**config.mk**
```make
export PLATFORM = sky130hd
export DESIGN_NAME = clint_vec
export DESIGN_NICKNAME = d
export VERILOG_FILES = /design/src/rtl/clint_vec.sv
export SDC_FILE = /design/constraint.sdc
export NUM_CORES = 1
export LEC_CHECK = 0
export BUFFER_PORTS_ARGS = -buffer_cell sky130_fd_sc_hd__buf_2
export CORE_MARGIN = 2
export CORE_UTILIZATION = 48
export DETAILED_ROUTE_END_ITERATION = 10
export PLACE_DENSITY = 0.87
export SKIP_LAST_GASP = 1
export SYNTH_ARGS = -nofsm -noshare
export SYNTH_HDL_FRONTEND = slang
export SYNTH_SLANG_ARGS = --single-unit
```
**constraint.sdc**
```tcl
create_clock -name clk -period 2.9 [get_ports clk]
set_input_delay 0 -clock clk [delete_from_list [all_inputs] [get_ports clk]]
set_output_delay 0 -clock clk [all_outputs]
set_load 0.005 [all_outputs]
```
**src/rtl/clint_vec.sv**
```systemverilog
// -----------------------------------------------------------------------------
// clint_vec
//
// Purpose:
//   Core-local interrupt controller. It arbitrates synchronous exceptions
//   (ECALL/EBREAK), MRET and NUM_IRQ individually maskable external interrupt
//   lines under a fixed priority. On a trap it runs the CSR write sequence
//   mepc -> mstatus -> mcause and then redirects the execute stage to a
//   direct or vectored handler. On MRET it restores MIE from MPIE and
//   redirects to mepc. The line that was taken gets a one-cycle acknowledge.
//
// Parameters:
//   NUM_IRQ        number of external interrupt lines (1..16)
//   VECTORED_EN    1: honour mtvec MODE=01 for interrupts, 0: always direct
//   IRQ_CODE_BASE  mcause exception code of line 0 (line k -> base+k)
//
// Ports:
//   clk, rst            clock, synchronous active-high reset
//   irq_i, irq_en_i     level interrupt requests and per-line enables
//   global_int_en_i     mstatus.MIE
//   inst_i, inst_addr_i instruction currently in decode and its address
//   jump_flag_i/addr_i  pending jump resolved in execute
//   div_started_i       divider busy
//   csr_mtvec/mepc/mstatus  current CSR values from the CSR file
//   hold_flag_o         pipeline hold request
//   we_o/waddr_o/data_o CSR write port (address/data are zero when idle)
//   int_assert_o        one-cycle redirect pulse, target on int_addr_o
//   irq_ack_o           one-hot acknowledge of the external line taken
// -----------------------------------------------------------------------------
module clint_vec #(
  parameter int NUM_IRQ       = 8,
  parameter int VECTORED_EN   = 1,
  parameter int IRQ_CODE_BASE = 16
) (
  input  logic               clk,
  input  logic               rst,
  input  logic [NUM_IRQ-1:0] irq_i,
  input  logic [NUM_IRQ-1:0] irq_en_i,
  input  logic               global_int_en_i,
  input  logic [31:0]        inst_i,
  input  logic [31:0]        inst_addr_i,
  input  logic               jump_flag_i,
  input  logic [31:0]        jump_addr_i,
  input  logic               div_started_i,
  input  logic [31:0]        csr_mtvec,
  input  logic [31:0]        csr_mepc,
  input  logic [31:0]        csr_mstatus,
  output logic               hold_flag_o,
  output logic               we_o,
  output logic [31:0]        waddr_o,
  output logic [31:0]        data_o,
  output logic               int_assert_o,
  output logic [31:0]        int_addr_o,
  output logic [NUM_IRQ-1:0] irq_ack_o
);

  // Width of the winning-line index; a single line still gets one bit.
  localparam int ID_W = (NUM_IRQ > 1) ? $clog2(NUM_IRQ) : 1;

  localparam logic [31:0] INST_ECALL  = 32'h0000_0073;
  localparam logic [31:0] INST_EBREAK = 32'h0010_0073;
  localparam logic [31:0] INST_MRET   = 32'h3020_0073;

  localparam logic [31:0] CSR_MSTATUS_ADDR = 32'h0000_0300;
  localparam logic [31:0] CSR_MEPC_ADDR    = 32'h0000_0341;
  localparam logic [31:0] CSR_MCAUSE_ADDR  = 32'h0000_0342;

  localparam logic [31:0] CAUSE_ECALL  = 32'd11;
  localparam logic [31:0] CAUSE_EBREAK = 32'd3;

  typedef enum logic [2:0] {
    S_IDLE    = 3'd0,
    S_MEPC    = 3'd1,
    S_MSTATUS = 3'd2,
    S_MCAUSE  = 3'd3,
    S_MRET    = 3'd4
  } state_e;

  state_e state_q, state_d;

  // Trap context captured when leaving IDLE so later input changes cannot
  // disturb a sequence already in flight.
  logic [31:0]     epc_q, epc_d;
  logic [31:0]     cause_q, cause_d;
  logic [ID_W-1:0] id_q, id_d;
  logic            async_q, async_d;

  // Registered outputs.
  logic               we_q, we_d;
  logic [31:0]        waddr_q, waddr_d;
  logic [31:0]        data_q, data_d;
  logic               int_assert_q, int_assert_d;
  logic [31:0]        int_addr_q, int_addr_d;
  logic [NUM_IRQ-1:0] irq_ack_q, irq_ack_d;

  // Decode and event detection signals.
  logic               is_ecall;
  logic               is_ebreak;
  logic               is_mret;
  logic               is_sync_inst;
  logic [NUM_IRQ-1:0] pend;
  logic [ID_W-1:0]    win_id;
  logic               in_idle;
  logic               ev_sync;
  logic               ev_async;
  logic               ev_mret;
  logic               ev_any;

  // Handler address computation.
  logic [31:0] tvec_base;
  logic        use_vector;
  logic [31:0] vector_off;
  logic [31:0] entry_target;

  // mstatus images for trap entry and MRET.
  logic [31:0] mstatus_entry;
  logic [31:0] mstatus_mret;

  // Instruction decode and pending-line mask.
  always_comb begin
    is_ecall     = (inst_i == INST_ECALL);
    is_ebreak    = (inst_i == INST_EBREAK);
    is_mret      = (inst_i == INST_MRET);
    is_sync_inst = is_ecall | is_ebreak;
    pend         = irq_i & irq_en_i;
  end

  // Fixed priority among the external lines: the lowest index wins, so the
  // scan runs from the top down and the last hit overrides.
  always_comb begin
    win_id = '0;
    for (int k = NUM_IRQ - 1; k >= 0; k--) begin
      if (pend[k]) begin
        win_id = ID_W'(k);
      end
    end
  end

  // Event priority in IDLE. An ECALL/EBREAK stalled behind a busy divider
  // blocks everything, including interrupts, until the divider finishes,
  // so the exception is never reordered behind an interrupt.
  always_comb begin
    in_idle  = (state_q == S_IDLE);
    ev_sync  = in_idle & is_sync_inst & ~div_started_i;
    ev_async = in_idle & ~is_sync_inst & (|pend) & global_int_en_i;
    ev_mret  = in_idle & ~is_sync_inst & ~ev_async & is_mret;
    ev_any   = ev_sync | ev_async | ev_mret;
  end

  // Handler address: vectored only for interrupts when the mode bits ask for
  // it and the feature is built in; exceptions always go to the base.
  always_comb begin
    tvec_base    = {csr_mtvec[31:2], 2'b00};
    use_vector   = (VECTORED_EN != 0) && async_q && (csr_mtvec[1:0] == 2'b01);
    vector_off   = (32'(IRQ_CODE_BASE) + 32'(id_q)) << 2;
    entry_target = use_vector ? (tvec_base + vector_off) : tvec_base;
  end

  // Trap entry saves MIE into MPIE and clears MIE; MRET restores MIE from
  // MPIE and sets MPIE. All other mstatus bits pass through unchanged.
  always_comb begin
    mstatus_entry = (csr_mstatus & ~32'h0000_0088) | {24'b0, csr_mstatus[3], 7'b0};
    mstatus_mret  = (csr_mstatus & ~32'h0000_0088) | {24'b0, 1'b1, 3'b0, csr_mstatus[7], 3'b0};
  end

  // Next-state, context capture and registered output values. Every output
  // defaults to zero so each pulse lasts exactly one cycle and the write
  // address/data are clean whenever no write is in progress.
  always_comb begin
    state_d      = state_q;
    epc_d        = epc_q;
    cause_d      = cause_q;
    id_d         = id_q;
    async_d      = async_q;
    we_d         = 1'b0;
    waddr_d      = 32'h0;
    data_d       = 32'h0;
    int_assert_d = 1'b0;
    int_addr_d   = 32'h0;
    irq_ack_d    = '0;

    case (state_q)
      S_IDLE: begin
        if (ev_sync) begin
          state_d = S_MEPC;
          epc_d   = jump_flag_i ? (jump_addr_i - 32'd4) : inst_addr_i;
          cause_d = is_ecall ? CAUSE_ECALL : CAUSE_EBREAK;
          id_d    = '0;
          async_d = 1'b0;
        end else if (ev_async) begin
          // A taken jump is the next instruction to execute; otherwise a
          // busy divider means the divide must be replayed from one back.
          state_d = S_MEPC;
          if (jump_flag_i) begin
            epc_d = jump_addr_i;
          end else if (div_started_i) begin
            epc_d = inst_addr_i - 32'd4;
          end else begin
            epc_d = inst_addr_i;
          end
          cause_d = {1'b1, 31'(IRQ_CODE_BASE) + 31'(win_id)};
          id_d    = win_id;
          async_d = 1'b1;
        end else if (ev_mret) begin
          state_d = S_MRET;
        end
      end

      S_MEPC: begin
        state_d = S_MSTATUS;
        we_d    = 1'b1;
        waddr_d = CSR_MEPC_ADDR;
        data_d  = epc_q;
      end

      S_MSTATUS: begin
        state_d = S_MCAUSE;
        we_d    = 1'b1;
        waddr_d = CSR_MSTATUS_ADDR;
        data_d  = mstatus_entry;
      end

      S_MCAUSE: begin
        state_d      = S_IDLE;
        we_d         = 1'b1;
        waddr_d      = CSR_MCAUSE_ADDR;
        data_d       = cause_q;
        int_assert_d = 1'b1;
        int_addr_d   = entry_target;
        if (async_q) begin
          irq_ack_d = NUM_IRQ'(1) << id_q;
        end
      end

      S_MRET: begin
        state_d      = S_IDLE;
        we_d         = 1'b1;
        waddr_d      = CSR_MSTATUS_ADDR;
        data_d       = mstatus_mret;
        int_assert_d = 1'b1;
        int_addr_d   = csr_mepc;
      end

      default: begin
        state_d = S_IDLE;
      end
    endcase
  end

  // State, context and output registers. Reset clears everything so no
  // partial CSR write can leak out after a reset mid-sequence.
  always_ff @(posedge clk) begin
    if (rst) begin
      state_q      <= S_IDLE;
      epc_q        <= 32'h0;
      cause_q      <= 32'h0;
      id_q         <= '0;
      async_q      <= 1'b0;
      we_q         <= 1'b0;
      waddr_q      <= 32'h0;
      data_q       <= 32'h0;
      int_assert_q <= 1'b0;
      int_addr_q   <= 32'h0;
      irq_ack_q    <= '0;
    end else begin
      state_q      <= state_d;
      epc_q        <= epc_d;
      cause_q      <= cause_d;
      id_q         <= id_d;
      async_q      <= async_d;
      we_q         <= we_d;
      waddr_q      <= waddr_d;
      data_q       <= data_d;
      int_assert_q <= int_assert_d;
      int_addr_q   <= int_addr_d;
      irq_ack_q    <= irq_ack_d;
    end
  end

  // The hold is raised combinationally on the detecting cycle so the
  // pipeline freezes before the event instruction advances, and it is kept
  // through the redirect cycle.
  always_comb begin
    hold_flag_o  = ev_any | (state_q != S_IDLE) | int_assert_q;
    we_o         = we_q;
    waddr_o      = waddr_q;
    data_o       = data_q;
    int_assert_o = int_assert_q;
    int_addr_o   = int_addr_q;
    irq_ack_o    = irq_ack_q;
  end

endmodule

```
### After elaboration in Yosys (flattened, before gate mapping)

Cells that the tools add are included.

| cells by class | value |
|---|---|
| add/sub/neg operators | 5 |
| eq/ne operators | 9 |
| shift operators | 1 |
| mux-type cells | 30 |
| bitwise gates (word level) | 20 |
| reduce and logical (&&, ||, !) cells | 10 |

Operators with widths:

| operator | count |
|---|---|
| 2-to-1 mux 32 bit | 8 |
| one-hot mux 32 bit (4 select lines) | 1 |
| OR 32 x 8 -> 32 bit | 2 |
| one-hot mux 32 bit (2 select lines) | 1 |
| subtractor 32 x 3 -> 32 bit (second input constant) | 2 |
| 2-to-1 mux 3 bit | 13 |
| adder 32 x 8 -> 32 bit | 1 |
| == test 32 x 21 -> 1 bit (second input constant) | 1 |
| == test 32 x 30 -> 1 bit (second input constant) | 1 |
| == test 32 x 7 -> 1 bit (second input constant) | 1 |
| one-hot mux 10 bit (3 select lines) | 1 |
| adder 5 x 3 -> 6 bit (first input constant) | 2 |
| one-hot mux 3 bit (3 select lines) | 1 |
| bitwise AND 8 bit | 1 |
| OR reduction 8 bit | 1 |
| << shifter 1 x 3 -> 8 bit (first input constant) | 1 |
| bitwise AND 1 bit | 7 |
| == test 3 x 2 -> 1 bit (second input constant) | 2 |
| NOT 1 bit | 5 |
| OR 1 bit | 5 |
| 2-to-1 mux 1 bit | 4 |
| 2-to-1 mux 4 bit | 1 |
| != test 4 x 1 -> 1 bit (second input constant) | 1 |
| OR reduction 2 bit | 2 |
| 10 further kinds | 10 |

| word-level totals | value |
|---|---|
| register bits after elaboration | 177 |
| input bits | 213 |
| output and inout port bits | 107 |
| word-level logic and storage cells | 86 |

### Logic depth before layout (Yosys ltp)

| logic depth | value |
|---|---|
| depth in word-level cells | 13 |
| gate-level depth with buffers | 9 |
| depth with buffers taken out | 8 |

### Worst setup path before layout

Ideal clock, no wire load.

| timing | value |
|---|---|
| kind | reg2reg |
| start point | register id_q[0] |
| end point | register int_addr_q[26], in the netlist int_addr_o[26] |
| arrival time | 2,138 ps |
| data required time | 2,772 ps |
| setup slack | 635 ps |
| cell stages (with the launch flop) | 10 |
| clock period less this slack | 2,265 ps |
| cell sequence | dfxtp_1 ha_1 fa_1 a21oi_1 o21ba_1 or4b_1 clkbuf_1 nor3_1 xnor2_1 o21ai_1 |

| between the ends | value |
|---|---|
| word-level cells in the longest chain between the ends | 4 |

RTL lines:

| element | line | text |
|---|---|---|
| start, declared | 85 | `logic [ID_W-1:0] id_q, id_d;` |
| start signal, assigned | 269 | `id_q <= id_d;` |
| adder 5 x 3 -> 6 bit | 155 | `vector_off = (32'(IRQ_CODE_BASE) + 32'(id_q)) << 2;` |
| adder 32 x 8 -> 32 bit | 156 | `entry_target = use_vector ? (tvec_base + vector_off) : tvec_base;` |
| 2-to-1 mux 32 bit | 156 |  |
| one-hot mux 32 bit (2 select lines) | 182 | `case (state_q)` |
| end signal, assigned | 275 | `int_addr_q <= int_addr_d;` |
| end, declared | 93 | `logic [31:0] int_addr_q, int_addr_d;` |

Every way passes these cells.
A chain may end at the register's enable or synchronous reset.

### Worst setup path after layout

| timing | value |
|---|---|
| start point | register state_q[2] |
| end point | register id_q[0] |

| between the ends | value |
|---|---|
| word-level cells in the longest chain between the ends | 6 |
| elaborated cells on any way between the ends | 9 |
| classes of those cells | mux: 1; bitwise: 5; reduce/logical: 3 |

RTL lines:

| element | line | text |
|---|---|---|
| start, declared | 79 | `state_e state_q, state_d;` |
| start signal, assigned | 266 | `state_q <= state_d;` |
| zero test 3 bit * | 143, 182 |  |
| bitwise AND 1 bit (3 in series) | 145 | `ev_async = in_idle & ~is_sync_inst & (\|pend) & global_int_en_i;` |
| nonzero test 2 bit (no source line) | -- |  |
| AND reduction 2 bit (no source line) | -- |  |

Every way passes the cells marked *; elsewhere a longest branch is shown, timed or not.

==> flow_metrics.tcl <==
set metrics [dict create \
    drtIter0Drc 717 \
    final_max_slew_viol_count 0 \
    yosysTopAreaCellShare_pct 33.23 \
    leakagePower_uw 0.004475 \
    cap_violations 0 \
    ys_types 85 \
    grt_max_degree 70 \
    worst_pin_slew_ps 823.0 \
    p_clk_share_pct 41.4 \
    netlist_area_um2 7229 \
    grt_pass1_vias 7743 \
    cts.sinks 120 \
    dr.pass1.iters 6 \
    num_rows 44 \
    synthFlopType "dfxtp_1" \
    slew_headroom_pct 45.13 \
    cts.htree.levels 4 \
    nNetsFinal 1482 \
    dp_cells 1323 \
    antenna_found_initial 2 \
    rsz0062_at_grt "yes" \
    cp.required_ps 3230 \
    wl_um 25320 \
    synth_edf_count 0 \
    cts_buffers 17 \
    floorplan.die_area_um2 16060 \
    die_w_um 126.7 \
    synthCells 881 \
    max_freq_ghz 0.3622 \
    worstSetupPathType "register to register" \
    hp-class "input pin to register" \
    instances_no_fill 1460 \
    setup_viol 0 \
    yosysSeqAreaShare_pct 33.23 \
    p_int_uw 3492 \
    fin_crit_sh_pct 95.21 \
    dieHeight_um 126.7 \
    io_pins 320 \
    final_util_pct 70.49 \
    multi_input_area_um2 4428 \
    p_per_area_nw_per_um2 472.2 \
    crit_path_start_kind "register" \
    cts_buffer_depth 2 \
    outcome "complete, no violations" \
    seqPwrFrac_pct 37.4 \
    synthTopCellsByArea "dfxtp_1 (33%), nor2_1 (5.9%), xnor2_1 (4.7%)" \
    slowest_delay_ps 490 \
    cts.clk_slew.worst_paths_ps 60 \
    seqCellArea_um2 2402 \
    synth_area_leader_cell "dfxtp_1" \
    crit_chain "nor3_2 > and2_1 > a21boi_1 > nand2_1 > a221o_1 > a21oi_1" \
    ff2ff_setup_slack_ps 140 \
    ys_async_sr_fraction_pct 0 \
    insertion_delay_ps 410 \
    grt_pass1_wl_um 39250 \
    clockRootBuffer "clkbuf_16" \
    routedWlPerCell_um 17.34 \
    worstSetupEndpointType "register" \
    via_per_inst 5.606 \
    cts_tree "yes" \
    final_hold_viol_count 0 \
    port_buffers 292 \
    overflow 0 \
    p_sw_uw 1382 \
    skew_ps 9.459 \
    power.total_uw 4874 \
    start_util_pct 49.37 \
    drc_errors 0 \
    routabilityCongestion 0.9883 \
    cp.arrival_ps 3090 \
    power_frac_comb_pct 21.2 \
    ys_warn_count 0 \
    synth_seq_cells 120 \
    vdd_drop_max_v 0.0003481 \
    fill_cells 1107 \
    slowest_stage "a221o_1" \
    vias 8185 \
    cp_max_fo 16 \
    switching_share_pct 28.35 \
    drive_gt1_share_pct 29.51 \
    period_minus_slack_ps 2761 \
    hpwl_um 18040 \
    avgSynthCellArea_um2 8.206 \
    antenna_left 0 \
    grt_usage_pct 30.44 \
    coreArea_um2 14640 \
    area_growth_pct 42.78 \
]
-- path summary, 6_finish.rpt --
check,start,endpoint,cells past startpoint
setup / recovery,state_q[2],id_q[0],6
hold / removal,irq_en_i[1],cause_q[1],4
setup reg to reg,state_q[2],id_q[0],6
hold reg to reg,epc_q[4],epc_q[4],2
-- per-layer routing --
metal,vias up,GRT usage [%],share of wire (%)
li1,3907,-,-
met1,3726,35.94,39
met4,0,12.67,3.4
met5,-,0,0
met3,78,5.947,9.1
met2,474,54.09,48
-- through the flow --
step                      setup WS, ps  hold slack (ps)  area [um2]  setup TNS [ps]
final                            139.0            18.49       10320               0
after global routing            -10.90            3.125       10320          -15.96
after CTS                        74.10           0.7506       10310               0
after detailed placement         326.5            202.5        8690               0
after global placement           410.4            199.0        8690               0
after floorplan                  634.7            108.6        7327               0
-- critical path: cells and delay by family, from the launching register on --
kind               cells  cell delay, ps
AOI/OAI and AO/OA      3            1040
DFF                    1             450
and+or+nand+nor        3            1180
-- layout make-up --
cell class                      instances  share of cell area [%]
Antenna cell                            2                 0.04848
Tap cell                              184                   2.230
Clock buffer                           24                   4.861
Clock inverter                          6                  0.6424
Multi-Input combinational cell        696                   42.90
Timing Repair Buffer                  413                   25.50
Inverter                               15                  0.5455
Sequential cell                       120                   23.27
-- cell usage after synthesis, drive strengths merged, types with 5 or more instances --
| cell | number |
|---|---|
| or3 | 6 |
| and2 | 8 |
| nor2 | 114 |
| nor4b | 7 |
| o211ai | 11 |
| a22oi | 37 |
| nand2b | 12 |
| inv | 15 |
| a211oi | 20 |
| ha | 5 |
| clkbuf | 38 |
| xnor2 | 39 |
| nand3 | 21 |
| or4 | 8 |
| dfxtp | 120 |
| and3 | 6 |
| nand2 | 76 |
| xor2 | 26 |
| a211o | 5 |
| nand4 | 12 |
| buf | 38 |
| nand3b | 7 |
| nand4b | 6 |
| a21oi | 41 |
| a311oi | 5 |
| mux2i | 15 |
| mux2 | 6 |
| o21ai | 44 |
| nor3b | 7 |
| nor2b | 8 |
| nor3 | 41 |
| nor4 | 27 |
-- sequential cells by signal (all words and copies together) (netlist names) --
name,count
data_o,32
epc_q,32
int_addr_o,32
irq_ack_o,8
cause_q,5
waddr_o,4
state_q,3
id_q,2
int_assert_o,1
we_o,1
-- cells by family (layout without fill, tap and decap cells) --
kind of cell | count (synthesis) | count (layout) | synth area share, %
and+or+nand+nor | 383 | 383 | 29.34
other | 1 | 29 | 0.05187
xor gates and xnor gates | 65 | 65 | 7.875
muxes | 21 | 21 | 3.011
adders and majority gates | 6 | 6 | 1.142
buffers and inverters | 91 | 458 | 7.217
AOI/OAI and AO/OA | 194 | 194 | 18.14
DFF | 120 | 120 | 33.23
-- power by group through the flow --
stage | logic, uW | registers (uW) | clock network [uW]
5_1_grt | 1120 | 1830 | 2100
6_report | 1030 | 1820 | 2020
2_1_floorplan | 563 | 1830 | 0
3_5_place_dp | 899 | 1850 | 0
4_1_cts | 999 | 1820 | 2020
3_3_place_gp | 882 | 1850 | 0
-- cells in the final DEF, fill, tap and decap left out, types with 7 or more instances in the layout --
cell type / n
buf_2: 292
dfxtp_1: 120
nor2_1: 110
dlygate4sd3_1: 105
nand2_1: 75
a21oi_1: 40
xnor2_1: 39
a22oi_1: 37
nor3_1: 35
o21ai_1: 27
conb_1: 27
xor2_1: 26
nor4_1: 23
nand3_1: 20
a211oi_1: 19
clkbuf_16: 17
buf_4: 16
o21ai_0: 15
mux2i_1: 15
inv_1: 13
nand2b_1: 12
o211ai_1: 11
nand4_1: 9
and2_1: 8
nor2b_1: 7
nor3b_1: 7
nand3b_1: 7
-- timing repair --
item	4_1_cts	5_1_grt
buffers inserted	0	0
setup endpoints to repair	0	2
hold endpoints to repair	75	0
gates resized for setup	0	2
hold buffers	105	0
(Power assumes the default switching activity.)
